<file path="src/rtl/ff_rr_arbiter_if.sv">
// ff_rr_arbiter_if
// Bundles the requester-side and register-side signals of the round-robin
// flag-register arbiter.
//
// Handshake: a requester holds req[i] high for as long as it wants the shared
// bit. gnt[i] (registered) tells it that it owns the register. Every clock edge
// on which req[i] && gnt[i] is a transfer: d_in[i] is loaded into q, and
// q_valid/q_owner report it on the following cycle. Dropping req[i] while
// granted ends the grant without a transfer.
//
// Signals:
//   req       [NUM_REQ]  per-requester level request
//   d_in      [NUM_REQ]  per-requester data bit (sampled only for the owner)
//   gnt       [NUM_REQ]  registered one-hot grant, zero when idle
//   q                    shared registered data bit
//   q_valid              one-cycle strobe after each capture
//   q_owner   [ID_W]     requester index of the bit held in q
//   busy                 |gnt
//   state_dbg            arbiter FSM state (0 = IDLE, 1 = GRANT)
interface ff_rr_arbiter_if #(
  parameter int NUM_REQ = 4
);
  localparam int ID_W = $clog2(NUM_REQ);

  logic [NUM_REQ-1:0] req;
  logic [NUM_REQ-1:0] d_in;
  logic [NUM_REQ-1:0] gnt;
  logic               q;
  logic               q_valid;
  logic [ID_W-1:0]    q_owner;
  logic               busy;
  logic               state_dbg;

  // Requester side.
  modport master (
    output req, d_in,
    input  gnt, q, q_valid, q_owner, busy, state_dbg
  );

  // Arbiter side.
  modport slave (
    input  req, d_in,
    output gnt, q, q_valid, q_owner, busy, state_dbg
  );
endinterface

</file>
<file path="src/rtl/ff_rr_arbiter.sv">
// ff_rr_arbiter
// Round-robin arbiter in front of a single async-clear D flip-flop. The
// winning requester keeps the grant for up to HOLD_CYCLES captures; each
// capture loads its d_in bit into q and tags it with the owner index.
//
// Ports:
//   clk    rising-edge clock
//   reset  asynchronous active-low reset, clears all state
//   bus    ff_rr_arbiter_if.slave: req, d_in in; gnt, q, q_valid, q_owner,
//          busy, state_dbg out
module ff_rr_arbiter #(
  parameter int NUM_REQ     = 4,
  parameter int HOLD_CYCLES = 2
) (
  input  logic           clk,
  input  logic           reset,
  ff_rr_arbiter_if.slave bus
);
  localparam int ID_W  = $clog2(NUM_REQ);
  localparam int SW    = ID_W + 1;
  localparam int CNT_W = $clog2(HOLD_CYCLES + 1);

  typedef enum logic {
    IDLE  = 1'b0,
    GRANT = 1'b1
  } state_t;

  state_t             state_q, state_n;
  logic [NUM_REQ-1:0] gnt_q, gnt_n;
  logic [ID_W-1:0]    own_q, own_n;
  logic [ID_W-1:0]    ptr_q, ptr_n;
  logic [CNT_W-1:0]   cnt_q, cnt_n;
  logic               q_q, q_n;
  logic               qv_q, qv_n;
  logic [ID_W-1:0]    qo_q, qo_n;

  // Arbitration helpers.
  logic               own_req;
  logic               capture;
  logic               release_g;
  logic [ID_W-1:0]    ptr_rel;
  logic [ID_W-1:0]    arb_ptr;
  logic               found;
  logic [ID_W-1:0]    win;
  logic [SW-1:0]      sum;
  logic [ID_W-1:0]    cand;

  assign own_req   = bus.req[own_q];
  assign capture   = (state_q == GRANT) && own_req;
  // The grant ends when the owner drops its request or takes its last capture.
  assign release_g = (state_q == GRANT) && (!own_req || (cnt_q == CNT_W'(1)));
  assign ptr_rel   = (own_q == ID_W'(NUM_REQ - 1)) ? '0 : own_q + ID_W'(1);
  // On a release the next winner is searched from the already-advanced
  // pointer, so a handover costs no idle cycle.
  assign arb_ptr   = release_g ? ptr_rel : ptr_q;

  // First set request at or above arb_ptr, wrapping around. The sum cannot
  // exceed 2*NUM_REQ-2, so one conditional subtract performs the modulo.
  always_comb begin
    found = 1'b0;
    win   = '0;
    sum   = '0;
    cand  = '0;
    for (int k = 0; k < NUM_REQ; k++) begin
      sum = {1'b0, arb_ptr} + SW'(k);
      if (sum >= SW'(NUM_REQ)) begin
        sum = sum - SW'(NUM_REQ);
      end
      cand = sum[ID_W-1:0];
      if (!found && bus.req[cand]) begin
        found = 1'b1;
        win   = cand;
      end
    end
  end

  // FSM state register.
  always_ff @(posedge clk or negedge reset) begin
    if (!reset) begin
      state_q <= IDLE;
    end else begin
      state_q <= state_n;
    end
  end

  // FSM next-state logic.
  always_comb begin
    state_n = state_q;
    case (state_q)
      IDLE:    state_n = found ? GRANT : IDLE;
      GRANT:   state_n = (release_g && !found) ? IDLE : GRANT;
      default: state_n = IDLE;
    endcase
  end

  // FSM output / datapath next values.
  always_comb begin
    gnt_n = gnt_q;
    own_n = own_q;
    cnt_n = cnt_q;
    ptr_n = ptr_q;
    q_n   = q_q;
    qo_n  = qo_q;
    qv_n  = 1'b0;

    if (capture) begin
      q_n   = bus.d_in[own_q];
      qo_n  = own_q;
      qv_n  = 1'b1;
      cnt_n = cnt_q - CNT_W'(1);
    end

    if (release_g) begin
      ptr_n = ptr_rel;
      if (!found) begin
        gnt_n = '0;
      end
    end

    if (((state_q == IDLE) || release_g) && found) begin
      gnt_n      = '0;
      gnt_n[win] = 1'b1;
      own_n      = win;
      cnt_n      = CNT_W'(HOLD_CYCLES);
    end
  end

  // Datapath registers, including the shared flag flip-flop q.
  always_ff @(posedge clk or negedge reset) begin
    if (!reset) begin
      gnt_q <= '0;
      own_q <= '0;
      cnt_q <= '0;
      ptr_q <= '0;
      q_q   <= 1'b0;
      qv_q  <= 1'b0;
      qo_q  <= '0;
    end else begin
      gnt_q <= gnt_n;
      own_q <= own_n;
      cnt_q <= cnt_n;
      ptr_q <= ptr_n;
      q_q   <= q_n;
      qv_q  <= qv_n;
      qo_q  <= qo_n;
    end
  end

  assign bus.gnt       = gnt_q;
  assign bus.q         = q_q;
  assign bus.q_valid   = qv_q;
  assign bus.q_owner   = qo_q;
  assign bus.busy      = |gnt_q;
  assign bus.state_dbg = state_q;
endmodule

</file>
<file path="src/flat_wrapper.sv">
// flat-port wrapper written by rule: the top's interface ports become plain ports
module ff_rr_arbiter_flat 
#(
  parameter int NUM_REQ     = 4,
  parameter int HOLD_CYCLES = 2
)
  (clk, reset, bus_req, bus_d_in, bus_gnt, bus_q, bus_q_valid, bus_q_owner, bus_busy, bus_state_dbg);
  ff_rr_arbiter_if #(.NUM_REQ(NUM_REQ)) bus_i ();
  input  logic clk;
  input  logic reset;
  input wire logic [$bits(bus_i.req)-1:0] bus_req;
  input wire logic [$bits(bus_i.d_in)-1:0] bus_d_in;
  output wire logic [$bits(bus_i.gnt)-1:0] bus_gnt;
  output wire logic [$bits(bus_i.q)-1:0] bus_q;
  output wire logic [$bits(bus_i.q_valid)-1:0] bus_q_valid;
  output wire logic [$bits(bus_i.q_owner)-1:0] bus_q_owner;
  output wire logic [$bits(bus_i.busy)-1:0] bus_busy;
  output wire logic [$bits(bus_i.state_dbg)-1:0] bus_state_dbg;
  assign bus_i.req = bus_req;
  assign bus_i.d_in = bus_d_in;
  assign bus_gnt = bus_i.gnt;
  assign bus_q = bus_i.q;
  assign bus_q_valid = bus_i.q_valid;
  assign bus_q_owner = bus_i.q_owner;
  assign bus_busy = bus_i.busy;
  assign bus_state_dbg = bus_i.state_dbg;
  ff_rr_arbiter #(.NUM_REQ(NUM_REQ), .HOLD_CYCLES(HOLD_CYCLES)) u_core (.clk(clk), .reset(reset), .bus(bus_i));
endmodule
</file>
<file path="config.mk">
export PLATFORM = sky130hd
export DESIGN_NAME = ff_rr_arbiter_flat
export DESIGN_NICKNAME = d
export VERILOG_FILES = /design/src/rtl/ff_rr_arbiter_if.sv /design/src/rtl/ff_rr_arbiter.sv /design/src/flat_wrapper.sv
export SDC_FILE = /design/constraint.sdc
export NUM_CORES = 1
export LEC_CHECK = 0
export CAP_MARGIN = 30
export CORE_UTILIZATION = 41
export DETAILED_ROUTE_END_ITERATION = 16
export GPL_TIMING_DRIVEN = 1
export PLACE_DENSITY_LB_ADDON = 0.15
export SETUP_SLACK_MARGIN = 0.3
export SLEW_MARGIN = 20
export SYNTH_ARGS = -nofsm -noshare
export SYNTH_HDL_FRONTEND = slang
export SYNTH_SLANG_ARGS = --single-unit
export TNS_END_PERCENT = 5
</file>
<file path="constraint.sdc">
create_clock -name clk -period 3.4 [get_ports clk]
set_input_delay 0.34 -clock clk [delete_from_list [all_inputs] [get_ports clk]]
set_output_delay 0.34 -clock clk [all_outputs]
set_load 0.02 [all_outputs]
</file>
# Word-level counts from Yosys, hierarchy flattened
# Cells that the tools add are included.
# Widths: inputs -> output; s select.
[totals]
regBits = 15
in_bits = 10
word_cells = 88
[classes]
add_sub_neg = 9
order_cmp = 11
eq_ne = 3
muxes = 37
n_bitwise = 1
reduce_logical = 19
[ops]
columns = ["op", "count"]
rows = [
  ["$mux 2", 12],
  ["$lt 2x3->1 const B", 6],
  ["$mux 1", 14],
  ["$bmux 1 s2", 6],
  ["$mux 4", 3],
  ["$sub 2x1->2 const B", 5],
  ["$ge 3x3->1 const B", 3],
  ["$logic_and 1x1->1", 8],
  ["$add 2x2->3 const B", 2],
  ["$logic_not 1->1", 5],
  ["$reduce_bool 2->1", 2],
  ["$reduce_or 4->1", 1],
  ["$add 2x1->3 const B", 1],
  ["$ge 2x3->1 const B", 1],
  ["$add 2x1->2 const B", 1],
  ["$demux 1 s2", 1],
  ["$eq 2x1->1 const B", 1],
  ["$eq 2x2->1 const B", 1],
  ["$ge 2x1->1 const B", 1],
  ["$logic_or 1x1->1", 2],
  ["$ne 2x2->1 const B", 1],
  ["$pmux 1 s2", 1],
  ["$reduce_and 2->1", 1],
  ["$not 1->1", 1],
]

# Longest topological paths before layout
# Gate-level depths: netlist of the first run.
[logic_depth]
ltp_word = 25
ltp_mapped = 8
ltp_nobuf = 8

# Least setup slack after synthesis of the first run
# No wires, ideal clock.
[synth_timing]
path_kind = "reg2reg"
start = "register u_core.cnt_q[0]"
end = "register u_core.own_q[0]"
setup_time_ps = 95
t_arrival_ps = 1795
required_time_ps = 3305
path_slack_ps = 1510
stages_incl_launch_ff = 7
period_less_slack_ps = 1890
cell_sequence = "dfrtp_1 -> ha_1 -> or3b_1 -> o221a_4 -> a221oi_4 -> a211oi_1 -> o31ai_1"
[synth_between]
elab_chain_len = 19
elab_cells_between_ends = 43
[synth_lines]
columns = ["element", "line", "text"]
rows = [
  ["start, declared", "ff_rr_arbiter.sv:32", "logic [CNT_W-1:0] cnt_q, cnt_n;"],
  ["start signal, assigned", "ff_rr_arbiter.sv:141", "cnt_q <= cnt_n;"],
  ["$eq 2x1->1 (*)", "ff_rr_arbiter.sv:51", "assign release_g = (state_q == GRANT) && (!own_req || (cnt_q == CNT_W'(1)));"],
  ["$logic_or 1x1->1 (*)", "ff_rr_arbiter.sv:51", ""],
  ["$logic_and 1x1->1 (*)", "ff_rr_arbiter.sv:51", ""],
  ["parallel branches: the longest is 16 deep, another holds $add 2x1->3", "n/a", ""],
  ["end signal, assigned", "ff_rr_arbiter.sv:140", "own_q <= own_n;"],
  ["end, declared", "ff_rr_arbiter.sv:30", "logic [ID_W-1:0] own_q, own_n;"],
]
# Mark *: on every way between the ends. The select of a mux whose other input is x is not followed.
# A chain may end at the register's enable or synchronous reset.

# Final worst setup path of the first run
[layout_timing]
start = "register u_core.own_q[0]"
end = "register u_core.own_q[0]"
[layout_between]
elab_chain_len = 21
elab_cells_between_ends = 48
[layout_lines]
columns = ["element"]
rows = [
  ["parallel branches: the longest is 21 deep, another holds $add 2x1->3"],
]
# Several ways; the timed one is not identified. The select of a mux whose other input is x is not followed.

==> results of run 1 <==
## stage by stage
| step | setup WS (ps) | util, % | hold WS [ps] | cells |
|---|---|---|---|---|
| 5_1_grt | 1090 | 54.2 | 514 | 138 |
| 2_1_floorplan | 1510 | - | 44.4 | 91 |
| 4_1_cts | 1220 | 54.2 | 483 | 138 |
| 3_3_place_gp | 1040 | 52.9 | 486 | 134 |
| 3_5_place_dp | 1010 | 52.9 | 492 | 134 |
| 6_report | 1210 | 54.2 | 462 | 138 |
## sequential cells by signal (all words and copies together) (netlist names)
name,cells
u_core.ptr_q,2
u_core.bus.q,1
u_core.bus.q_owner,2
u_core.own_q,2
u_core.bus.q_valid,1
u_core.cnt_q,2
u_core.bus.gnt,4
u_core.bus.state_dbg,1
## cell families (layout without fill, tap and decap cells)
group / Yosys count / in the layout / synth area share [%]
flops: 15 / 15 / 38.2
compound gates: 29 / 29 / 26.3
buf+inv: 10 / 29 / 5.09
mux: 9 / 9 / 13.4
fa+ha+maj: 2 / 2 / 2.54
xor+xnor: 1 / 1 / 0.891
simple gates: 25 / 25 / 13.6
## worst max-delay path, stage by stage (launching register included)
cell,delay [ps]
dfrtp_1,550
ha_1,280
nor3b_1,270
o221ai_2,230
a221oi_4,380
a211oi_1,90
o31ai_1,290
## where the power goes
group	internal, mW	switching (mW)
combinational	0.356	0.406
sequential	0.256	0.0739
clock	0.0447	0.0606
total	0.656	0.540
## area by class of cell
class | count | area share [%]
Sequential cell | 15 | 31.0
Inverter | 6 | 1.86
Multi-Input combinational cell | 66 | 46.1
Timing Repair Buffer | 19 | 15.7
Clock buffer | 3 | 1.86
Clock inverter | 1 | 0.620
Tap cell | 28 | 2.89
## placed cells by master, fill, tap and decap left out, drive strengths merged, types with 3 or more instances in the layout
cell type | synthesis | layout
clkdlybuf4s50 | 0 | 19
dfrtp | 15 | 15
nand2 | 8 | 8
inv | 6 | 6
mux2i | 5 | 5
o21ai | 4 | 4
nor2 | 3 | 3
o31ai | 3 | 3
mux2 | 3 | 3
clkbuf | 1 | 3
## metal layers
metal	up-vias	GRT usage [%]	routed length (um)
met1	385	24.2	976
met3	2	2.98	100
met2	23	29.2	1010
met4	0	5.09	11
met5	-	0	0
li1	381	-	-
## how the worst min path moves through the flow
stage                     startpoint               endpoint  slack (ps)
2_1_floorplan                  reset      u_core.bus.gnt[0]          40
4_1_cts                        reset        u_core.cnt_q[0]         480
3_5_place_dp            u_core.bus.q           u_core.bus.q         490
5_1_grt                        reset     u_core.bus.q_valid         510
3_3_place_gp   u_core.bus.q_owner[0]  u_core.bus.q_owner[0]         490
6_report                       reset     u_core.bus.q_valid         460
==> flow_summary.toml, run 1 <==
[status]
outcome = "completed"

[timing]
skew_ps = 3.90
post-route-period-util_pct = 64.3
hold_viol = 0
min_period_ps = 2190
slew-limit-headroom_pct = 54.0
worst_pin_slew_ps = 688
tns_ps = 0
timing.fmax_mhz = 457
drv_slew = 0
setup_viol = 0
rsz0062_at_grt = "false"

[global_routing]
antenna_found_initial = 0
grt_pass1_wl_mm = 3.46
grt_pass1_vias = 755
grt_start_max_net_pins = 16
grt_overflow = 0
grt_use_total_pct = 17.9

[synthesis]
netlist.area_leader.share_pct = 38.2
yosysMostFrequentCell = "dfrtp_1"
synth_edf_count = 0
synth_area_um2 = 983
synth_fp_nets = 103
synthTopCellsByArea = "dfrtp_1 38%, mux2i_4 4.6%, mux2_2 3.4%"
ys_seq_elements = 15
ys_top_cells_by_count = "15 x dfrtp_1, 8 x nand2_1, 5 x inv_1"
yosysWarnings = 0
ys.flop_type = "dfrtp_1"
synth_area_per_cell_um2 = 10.8
synth_cells = 91
ys_seq_area_share_pct = 38.2
synth-async-reset-ratio_pct = 100
synth.distinct_cells = 48
post-synth-top-area-cell = "dfrtp_1"

[power_and_ir_drop]
power.total_mw = 1.20
vdd_drop_max_mv = 0.451
p_per_area_nw_per_um2 = 988
p_leak_nw = 0.501

[floorplanning]
die_w_um = 51.0
initial_core_util_pct = 44.0
num_rows = 17
die_h_um = 51.0
core_um2 = 2230
fp.dieArea_um2 = 2600
io_pins = 20

[clock_tree]
root_buffer = "clkbuf_4"
cts_setup_buffers = 0
cts.path.max_buffers = 2
clkSlewWorstSetupHoldPaths_ps = 100
cts_resized = 0
cts_buffers = 3
h-tree-depth = 1
cts_hold_buf = 0
tritoncts = "built"
cts_num_sinks = 15
clock_latency_ps = 280

[placement]
place_congestion = 0.902
postPlaceCellArea_um2 = 1180
dp_hpwl_mm = 1.60
io_buffers = 19

[routing]
drtAntennaViolNets = 0
dr_total_vias = 791
wl_per_cell_um = 15.2
first_pass_iters = 4
drt_wl_total_mm = 2.10
vias_per_cell = 5.73
drtIter0Drc = 33
drc = 0

[worst_setup_path]
endpoint_kind = "flop"
r2r-end = "u_core.own_q[0]"
crit_fanout = 7
timing.rr.start = "u_core.own_q[0]"
crit_path_start = "u_core.own_q[0]"
crit_path_start_kind = "flop"
reg2regPathDepth = 6
crit_type = "flop to flop"
cp.arrival_ps = 2370
reg2reg_slack_ps = 1210
critPathRequiredTime_ps = 3580
endpoint = "u_core.own_q[0]"

[cells_and_area]
multiInputGateArea_um2 = 558
nFillCells = 217
drive_above_1_share_pct = 16.4
antenna_cells = 0
fin_area_um2 = 1210
syn_to_final_growth_pct = 23.2
register_area_um2 = 375
fin_nets = 123

[run]
drv_cap = 0

[worst_hold_path]
hold_path.class = "input pin to asynchronous set/reset pin"
Power figures use the tool's default switching activity.
==> run 2, diff against run 1 <==
==> constraint.sdc (replaced) <==
create_clock -name clk -period 1.9 [get_ports clk]
set_input_delay 0.19 -clock clk [delete_from_list [all_inputs] [get_ports clk]]
set_output_delay 0.19 -clock clk [all_outputs]
set_load 0.02 [all_outputs]
==> run 2 against run 1 <==
The flow now finishes with violations (negative setup slack). Clock power grew 81%. Sequential cell count is the same. Final area grew 18%. Combinational power grew 130%. Die area is the same.
==> flow_summary.toml, run 2 (synthesis results as in run 1) <==
[cells_and_area]
antenna_cells = 0
final_cell_mix = "17 x clkdlybuf4s50_1, 16 x buf_4, 14 x dfrtp_1"
fin_nets = 141
largest_register_ffs = 4
fin_area_um2 = 1420
nFillCells = 190
drive_above_1_share_pct = 38.3
final_common_cell = "clkdlybuf4s50_1"
syn_to_final_growth_pct = 44.8

[placement]
place_congestion = 0.782
io_buffers = 19
postPlaceCellArea_um2 = 1310
post-place-ws_ps = -140
dp_hpwl_mm = 1.82

[clock_tree]
cts_buffers = 3
cts.path.max_buffers = 2
root_buffer = "clkbuf_4"
clkSlewWorstSetupHoldPaths_ps = 100
h-tree-depth = 1
cts_num_sinks = 15
tritoncts = "built"
clock_latency_ps = 290

[worst_setup_path]
path_depth = 8
reg2reg_slack_ps = -130
reg2regPathDepth = 8
endpoint_kind = "flop"
crit_fanout = 8
path_cells = "inv_1, ha_4, or2_1, o221a_2, a21oi_2, inv_2, a21o_1, o31ai_1"
critical-path-top-delay-family = "compound AO/OA/AOI/OAI gates"
worst-path-buf-inv = 2
slowest_stage = "dfrtp_1"
critPathRequiredTime_ps = 2080
timing.rr.start = "u_core.cnt_q[1]"
crit_path_start_kind = "flop"
crit_type = "flop to flop"
worst_path_largest_cell_delay_ps = 360
r2r-end = "u_core.own_q[0]"
cp.arrival_ps = 2210

[timing]
worst_pin_slew_ps = 691
setup_ws_ps = -128
fin_hold_ws_ps = 311
drv_slew = 0
rsz0062_at_grt = "true"
setup_viol = 5
hold_viol = 0
slew-limit-headroom_pct = 53.8
min_period_ps = 2030
post-route-period-util_pct = 107
timing.fmax_mhz = 493
skew_ps = 4.23

[power_and_ir_drop]
p_leak_nw = 0.617
p_clk_share_pct = 7.6
switching_share_pct = 43.1
vdd_drop_max_mv = 1.01
p_per_area_nw_per_um2 = 1760
p_switching_mw = 1.08
combPwrFrac_pct = 69.3
power.total_mw = 2.50
p_int_mw = 1.43
seqPwrFrac_pct = 23.1

[routing]
first_pass_iters = 4
drc = 0
dr_total_vias = 853
drtAntennaViolNets = 0
wl_per_cell_um = 15.7
vias_per_cell = 5.47
drt_wl_total_mm = 2.46
drtIter0Drc = 22

[status]
violations = "negative setup slack"
outcome = "finished with violations"

[floorplanning]
num_rows = 17
die_h_um = 51.0
fp.dieArea_um2 = 2600
io_pins = 20
initial_core_util_pct = 44.0
core_um2 = 2230
die_w_um = 51.0

[global_routing]
grt_pass1_wl_mm = 3.85
grt_pass1_vias = 809
grt_start_max_net_pins = 16
grt_use_total_pct = 20.3
grt_overflow = 0
antenna_found_initial = 0

[worst_hold_path]
hold_path.class = "input pin to asynchronous set/reset pin"

[run]
drv_cap = 0
==> run 2: power groups by stage <==
stage                     clock, mW  combinational [mW]  sequential, mW
after global routing          0.203                1.87           0.598
after floorplan                   0               0.992           0.628
after global placement            0                1.54           0.570
final                         0.190                1.74           0.579
after detailed placement          0                1.55           0.579
after CTS                     0.191                1.58           0.573
==> run 2: layout make-up <==
cell class / count / area (um^2) / share of cell area (%)
Multi-Input combinational cell: 66 / 626 / 43.9
Sequential cell: 15 / 377 / 26.4
Timing Repair Buffer: 37 / 337 / 23.6
Tap cell: 28 / 35.0 / 2.46
Clock buffer: 3 / 22.5 / 1.58
Inverter: 6 / 22.5 / 1.58
Clock inverter: 1 / 5.00 / 0.351
==> run 2: worst max path at each step <==
stage | slack (ps) | start | end
after floorplan | 90 | u_core.cnt_q[0] | u_core.own_q[1]
after global placement | -120 | u_core.own_q[0] | u_core.own_q[0]
after detailed placement | -140 | u_core.own_q[0] | u_core.own_q[0]
after CTS | -120 | u_core.cnt_q[0] | u_core.own_q[0]
after global routing | -210 | u_core.cnt_q[1] | u_core.own_q[1]
final | -130 | u_core.cnt_q[1] | u_core.own_q[0]
==> run 2: timing repair <==
item / 4_1_cts / 5_1_grt
hold buffers: 0 / 0
buffers inserted: 1 / 1
resized for setup: 7 / 16
setup endpoints to repair: 14 / 15
pin swaps: 4 / 8
==> run 2: metrics by stage <==
| step | setup TNS, ps | std cells | util (%) |
|---|---|---|---|
| after global routing | -924 | 156 | 63.8 |
| after global placement | -552 | 150 | 58.7 |
| after CTS | -366 | 155 | 60.2 |
| after floorplan | 0 | 91 | - |
| final | -348 | 156 | 63.8 |
| after detailed placement | -536 | 150 | 58.7 |
==> run 2: per-layer routing <==
metal / track usage (%) / vias up / routed length [um]
li1: - / 418 / -
met4: 6.94 / 0 / 27
met2: 33.8 / 19 / 1170
met5: 0 / - / 0
met1: 26.6 / 412 / 1170
met3: 2.98 / 4 / 87
